**src/rtl/uart_pkg.sv**
```systemverilog
// Shared definitions for the UART transmit core: frame geometry defaults and
// the transmitter state encoding.
package uart_pkg;

    localparam int DATA_BITS = 8;
    localparam int PERIOD_W  = 16;

    typedef enum logic [1:0] {
        ST_IDLE  = 2'd0,
        ST_START = 2'd1,
        ST_DATA  = 2'd2,
        ST_STOP  = 2'd3
    } tx_state_e;

endpackage

```
**src/rtl/uart_tx_core.sv**
```systemverilog
// UART transmitter: 1 start bit, DATA_BITS data bits LSB first, 1 stop bit,
// each bit held for a run-time programmable number of clock cycles.
module uart_tx_core #(
    parameter int DATA_BITS = uart_pkg::DATA_BITS,
    parameter int PERIOD_W  = uart_pkg::PERIOD_W
) (
    input  logic                  clk,
    input  logic                  reset,
    input  logic [PERIOD_W-1:0]   period,
    input  logic                  tx_start,
    input  logic [DATA_BITS-1:0]  tx_data,
    output logic                  txd,
    output logic                  tx_avai,
    output uart_pkg::tx_state_e   state_dbg
);
    import uart_pkg::*;

    // Handshake: tx_start is the valid pulse and tx_avai the ready flag. A byte
    // is taken on a rising edge where both are 1 and reset is 0; a tx_start
    // seen while tx_avai is 0 is dropped, never queued.

    localparam logic [PERIOD_W-1:0] PERIOD_ONE = PERIOD_W'(1);
    localparam logic [2:0]          LAST_IDX   = 3'(DATA_BITS - 1);

    tx_state_e              state_q, state_d;
    logic [PERIOD_W-1:0]    cnt_q, cnt_d;
    logic [PERIOD_W-1:0]    period_q, period_d;
    logic [2:0]             idx_q, idx_d;
    logic [DATA_BITS-1:0]   data_q, data_d;
    logic                   txd_q, txd_d;
    logic                   bit_done;

    // period_q is never 0 outside IDLE, so the subtraction cannot wrap there.
    assign bit_done = (cnt_q == (period_q - PERIOD_ONE));

    always_comb begin
        state_d  = state_q;
        cnt_d    = cnt_q;
        period_d = period_q;
        idx_d    = idx_q;
        data_d   = data_q;
        txd_d    = txd_q;

        case (state_q)
            ST_IDLE: begin
                txd_d = 1'b1;
                cnt_d = '0;
                idx_d = '0;
                if (tx_start) begin
                    state_d  = ST_START;
                    data_d   = tx_data;
                    period_d = (period == '0) ? PERIOD_ONE : period;
                    txd_d    = 1'b0;
                end
            end
            ST_START: begin
                if (bit_done) begin
                    state_d = ST_DATA;
                    cnt_d   = '0;
                    idx_d   = '0;
                    txd_d   = data_q[0];
                end else begin
                    cnt_d = cnt_q + PERIOD_ONE;
                end
            end
            ST_DATA: begin
                if (bit_done) begin
                    cnt_d = '0;
                    if (idx_q == LAST_IDX) begin
                        state_d = ST_STOP;
                        txd_d   = 1'b1;
                    end else begin
                        idx_d = idx_q + 3'd1;
                        txd_d = data_q[idx_d];
                    end
                end else begin
                    cnt_d = cnt_q + PERIOD_ONE;
                end
            end
            ST_STOP: begin
                txd_d = 1'b1;
                if (bit_done) begin
                    state_d = ST_IDLE;
                    cnt_d   = '0;
                end else begin
                    cnt_d = cnt_q + PERIOD_ONE;
                end
            end
            default: begin
                state_d = ST_IDLE;
                cnt_d   = '0;
                idx_d   = '0;
                txd_d   = 1'b1;
            end
        endcase
    end

    // txd comes straight from a flop; the next line level is decided one cycle early.
    always_ff @(posedge clk) begin
        if (reset) begin
            state_q  <= ST_IDLE;
            cnt_q    <= '0;
            period_q <= '0;
            idx_q    <= '0;
            data_q   <= '0;
            txd_q    <= 1'b1;
        end else begin
            state_q  <= state_d;
            cnt_q    <= cnt_d;
            period_q <= period_d;
            idx_q    <= idx_d;
            data_q   <= data_d;
            txd_q    <= txd_d;
        end
    end

    assign txd       = txd_q;
    assign tx_avai   = (state_q == ST_IDLE);
    assign state_dbg = state_q;

endmodule

```
**config.mk**
```make
export PLATFORM = sky130hd
export DESIGN_NAME = uart_tx_core
export DESIGN_NICKNAME = d
export VERILOG_FILES = /design/src/rtl/uart_pkg.sv /design/src/rtl/uart_tx_core.sv
export SDC_FILE = /design/constraint.sdc
export NUM_CORES = 1
export LEC_CHECK = 0
export CAP_MARGIN = 20
export CORE_UTILIZATION = 49
export CTS_BUF_LIST = sky130_fd_sc_hd__clkbuf_16
export CTS_CLUSTER_SIZE = 12
export DETAILED_ROUTE_END_ITERATION = 6
export GPL_ROUTABILITY_DRIVEN = 0
export GPL_TIMING_DRIVEN = 0
export PLACE_DENSITY_LB_ADDON = 0.12
export SETUP_SLACK_MARGIN = 0.5
export SLEW_MARGIN = 0
export SYNTH_ARGS = -nofsm -noshare
export SYNTH_HDL_FRONTEND = slang
export SYNTH_SLANG_ARGS = --single-unit
```
**constraint.sdc**
```tcl
create_clock -name clk -period 3.8 [get_ports clk]
set_input_delay 0.38 -clock clk [delete_from_list [all_inputs] [get_ports clk]]
set_output_delay 0.38 -clock clk [all_outputs]
set_load 0.02 [all_outputs]
```
==> reports/metrics.cfg, run 1 <==
[run_status]
status=finished, final reports clean

[cts]
ctsHoldBuffers=0
cts_root_buf=clkbuf_16
cts.sinks=46
clk_path_buf_depth=2
postCtsSetupBuffers=0
clock_latency_ns=0.28
cts_tree=done
htreeDepth=2
cts_resized=0
numCtsBuffers=5
cts.clk_slew.worst_paths_ns=0.06

[worst_setup_path]
crit_fanout=10
path_common_cell=buf_2
slowest_stage=or4b_4
r2r.worst_path.cells=13
required_ns=3.97
critPathCaptureType=register
slowest_delay_ns=0.51
crit_arrival_ns=3.25
start_kind=register
worstSetupPathType=reg2reg
worstPathCellList=inv_1 > ha_1 > buf_2 > or4b_4 > nor4_1 > xnor2_1 > nand3_1 > nor4_4 > nand2_2 > buf_6 > nand2_1 > buf_2 > nor2_1

[pwr]
leakage_nw=1.13
irDropWorstVdd_uv=274
total_power_mw=1.85
powerDensity_nw_per_um2=589

[run]
drv_cap=0

[final_layout]
syn2layout_area_growth_pct=21.5
drive_gt1_share_pct=8.22
num_antenna_cells=0
nets=388

[synthesis]
yosysTopAreaCell=dfxtp_1
synth_cell_types=59
async_flop_share_pct=0
synth_cells=316
yosysMostFrequentCell=nand2_1
synth_commonest_cells=63 x nand2_1, 46 x dfxtp_1, 31 x a21oi_1
ys_seq_area_share_pct=35.6
synth_area_leaders=dfxtp_1 36%, nand2_1 9.1%, a21oi_1 6.0%
netlist_area_sq_um=2590
synth_nets=351
synth_edf_count=0
synth_top_area_share_pct=35.6
syn_area_per_cell_sq_um=8.18
yosysWarningCount=0
synth-main-ff-cell=dfxtp_1
ys_ff_latch=46

[floorplanning]
io_pins=31
rows=26
core_area_sq_um=5110
fp.dieH_um=74.7
die_area_sq_um=5570
die_w_um=74.7
initial_core_util_pct=50.6

[hold_path]
hp-class=reg2reg
hold_depth=2

[global_routing]
grt_usage_pct=21.9
grt_max_degree=14
grt_pass1_wl_um=9370
grt_pass1_vias=1992
grt-ovfl-total=0
antenna_found_initial=0

[sta]
drv_slew=0
period_share_pct=81.1
grt_setup_unrepaired=no
clock_skew_ns=0.00231
relSlewSlack_pct=61.7
worst_slew_pin_slew_ns=0.570
whs_ns=0.455
fin_crit_ns=3.08
fmax_ghz=0.324
hold_viol=0
fin_tns_setup_ns=0
setup_viol=0

[routing]
top_layer=met4
vias=2319
drc_errors=0
wl_per_cell_um=13.1
met1_length_um=2820
wl_met3_um=201
wl_um=5540
dr_wl_met2_um=2450
first_pass_iters=4
via_per_inst=5.48
drtIter0Drc=106
ant_nets=0

[placed_design]
dp.final_hpwl_um=4170
port_buffers=30

## through the flow
stage                     setup WS [ns]  instances  cell area, sq um  util (%)
after floorplan                    1.08        316              2590         -
after global placement            0.709        416              2970      58.2
after detailed placement          0.679        416              2970      58.2
after CTS                         0.650        423              3130      61.3
after global routing              0.513        423              3140      61.5
final                             0.718        423              3140      61.5
## state kept, by name, indices dropped and copies added, names as in the netlist
name / count
cnt_q: 16
txd: 1
period_q: 16
data_q: 8
idx_q: 3
state_dbg: 2
## path summary, 6_finish.rpt
kind	from	end	slack, ns
max	period_q[0]	cnt_q[7]	0.72
max reg2reg	period_q[0]	cnt_q[7]	0.72
min	data_q[6]	data_q[6]	0.46
min reg2reg	data_q[6]	data_q[6]	0.46
## logic make-up after synthesis
logic type / share of synthesized area [%]
compound gates: 16.6
xor+xnor: 10.5
fa+ha+maj: 3.87
buf+inv: 4.64
flops: 35.6
mux: 3.39
simple gates: 25.4
## placed cells by master, fill, tap and decap left out, drive strengths merged, types with 2 or more instances in the layout
master and instances:
a31oi 2, nand3 12, inv 7, o41a 2
mux2i 2, a211oi 4, clkdlybuf4s50 30, mux2 2
nor2 25, dfxtp 46, mux4 2, clkbuf 17
a31o 2, nor2b 3, or2 2, a221oi 2
buf 7, o221ai 3, a21oi 31, nor4 6
and3 6, xnor2 16, ha 8, nand2 64
a41oi 2, nand4 3, nor3 5, o21ai 4
xor2 15
## worst max-delay path, delay by kind of cell, from the launching register on
kind | cells | cell delay (ns)
simple gates | 7 | 1.60
fa+ha+maj | 1 | 0.13
flops | 1 | 0.37
buf+inv | 4 | 0.71
xor+xnor | 1 | 0.16
## final cells by class
| cell class | count | area, sq um |
|---|---|---|
| tap | 70 | 87.6 |
| fill | 488 | 1970 |
| buffer | 19 | 93.8 |
| inverter | 7 | 26.3 |
| timing repair buffer | 30 | 300 |
| clock buffer | 5 | 125 |
| clock inverter | 2 | 33.8 |
| sequential | 46 | 921 |
| multi-input combinational | 244 | 1550 |
## layer usage
| metal | GRT usage (%) | vias to the layer above |
|---|---|---|
| li1 | - | 1181 |
| met3 | 4.02 | 7 |
| met2 | 32.3 | 51 |
| met5 | 0 | - |
| met4 | 6.29 | 0 |
| met1 | 32.5 | 1080 |
## power by group
part           leakage, nW  switching, mW  internal, mW
sequential           0.375         0.0727         0.550
clock               0.0773          0.177         0.304
combinational        0.679          0.414         0.332
total                 1.13          0.664          1.19
Note: power is estimated with default switching activity, not from simulation.
==> run 2, diff against run 1 <==
- clock period: 3.8 -> 3.2 ns (I/O delays scaled with it)
==> run 2 against run 1 <==
Net effect: core utilization up 2.9 points; critical endpoint is now state_dbg[1]; setup slack worse by 0.23 ns; critical path type unchanged; non-clock buffer count up 7; fmax up 14%; sequential power up 19%; critical path depth down 1; global-route usage up 1.3 points; final area up 4.7%; clock skew up 0.0013 ns; die area unchanged.
==> reports/metrics.cfg, run 2 (same netlist as run 1, synthesis figures left out) <==
[run_status]
status=finished, final reports clean

[worst_setup_path]
cpLargestDelayFamily=simple AND/OR/NAND/NOR gates
worstPathCellList=inv_4 > ha_4 > buf_6 > or4b_4 > nor3b_4 > and4b_1 > mux2i_1 > a211oi_2 > nand2_2 > buf_6 > a211oi_2 > mux2i_1
slowest_stage=or4b_4
crit_buf_inv=3
start_kind=register
slowest_delay_ns=0.50
worstSetupPathType=reg2reg
crit_fanout=6
crit_arrival_ns=2.93
required_ns=3.42
critPathCaptureType=register

[global_routing]
grt-ovfl-total=0
grt_pass1_wl_um=9980
grt_usage_pct=23.2
grt_max_degree=15
grt_pass1_vias=2153
antenna_found_initial=0

[hold_path]
hp-class=reg2reg

[cts]
clock_latency_ns=0.28
ctsHoldBuffers=0
numCtsBuffers=5
cts.clk_slew.worst_paths_ns=0.06
cts_tree=done
clk_path_buf_depth=2
cts.sinks=46
htreeDepth=2
cts_root_buf=clkbuf_16

[final_layout]
nets=395
reg.largest.list=cnt_q: 16 flops, period_q: 16 flops, data_q: 8 flops
design_area_sq_um=3290
final_common_cell=nand2_1
syn2layout_area_growth_pct=27.2
layout_common_cells=62 x nand2_1, 44 x dfxtp_1, 31 x a21oi_1
drive_gt1_share_pct=13.9
final_util_pct=64.4
num_antenna_cells=0

[placed_design]
placed_area_sq_um=2970
port_buffers=30
dp.final_hpwl_um=4230

[routing]
wl_um=5830
vias=2360
wl_per_cell_um=13.5
ant_nets=0
drtIter0Drc=88
drc_errors=0
first_pass_iters=4
via_per_inst=5.48

[floorplanning]
die_area_sq_um=5570
die_w_um=74.7
io_pins=31
initial_core_util_pct=50.6
rows=26
fp.dieH_um=74.7
core_area_sq_um=5110

[sta]
setup_viol=0
relSlewSlack_pct=69.6
fmax_ghz=0.369
worst_slew_pin_slew_ns=0.456
fin_tns_setup_ns=0
grt_setup_unrepaired=yes
whs_ns=0.454
hold_viol=0
clock_skew_ns=0.00364
period_share_pct=84.8
drv_slew=0
fin_crit_ns=2.71

[pwr]
total_power_mw=2.31
clkPwrFrac_pct=25.3
powerDensity_nw_per_um2=701
leakage_nw=1.19
irDropWorstVdd_uv=407
comb_power_share_pct=42.5
p_switching_mw=0.830
pwr-share-seq_pct=32.2
switching_share_pct=36.0
intPower_mw=1.48

[run]
drv_cap=0

run 2: worst min-delay path: stages, from the launching register on:
cell	delay, ns
dfxtp_1	0.31
nand2_1	0.05
a21oi_1	0.05
run 2: worst paths after layout:
kind,cells past startpoint,end,startpoint,slack [ns]
worst max-delay path,12,state_dbg[1],period_q[0],0.49
worst min-delay path,2,data_q[3],data_q[3],0.45
worst max register to register,12,state_dbg[1],period_q[0],0.49
worst min register to register,2,data_q[3],data_q[3],0.45
run 2: power groups by stage:
stage / Sequential (mW) / Combinational (mW) / Clock, mW
floorplan: 0.746 / 0.641 / 0
global placement: 0.746 / 0.867 / 0
detailed placement: 0.749 / 0.874 / 0
CTS: 0.737 / 0.961 / 0.590
global route: 0.756 / 1.09 / 0.617
finish: 0.742 / 0.981 / 0.583
run 2: timing repair:
action,4_1_cts,5_1_grt
setup endpoints to repair,21,17
resized for setup,18,11
setup buffers,6,1
pin swaps,9,4
endpoints found under the hold margin,0,0
run 2: layer usage:
| metal | track usage, % | wire length [um] |
|---|---|---|
| met5 | 0 | 0 |
| met4 | 7.13 | 110 |
| met3 | 3.88 | 318 |
| met2 | 35.4 | 2620 |
| met1 | 33.6 | 2780 |
run 2: per-stage QoR:
step	setup slack, ns	std cells
floorplan	0.562	316
detailed placement	0.215	416
CTS	0.499	430
global route	0.352	431
finish	0.488	431
global placement	0.207	416
run 2: cell type report:
| type | instances | area [sq um] |
|---|---|---|
| timing repair buffer | 37 | 357 |
| multi-input combinational | 244 | 1620 |
| sequential | 46 | 926 |
| inverter | 7 | 28.8 |
| fill | 460 | 1820 |
| tap | 70 | 87.6 |
| buffer | 19 | 108 |
| clock buffer | 5 | 125 |
| clock inverter | 3 | 41.3 |
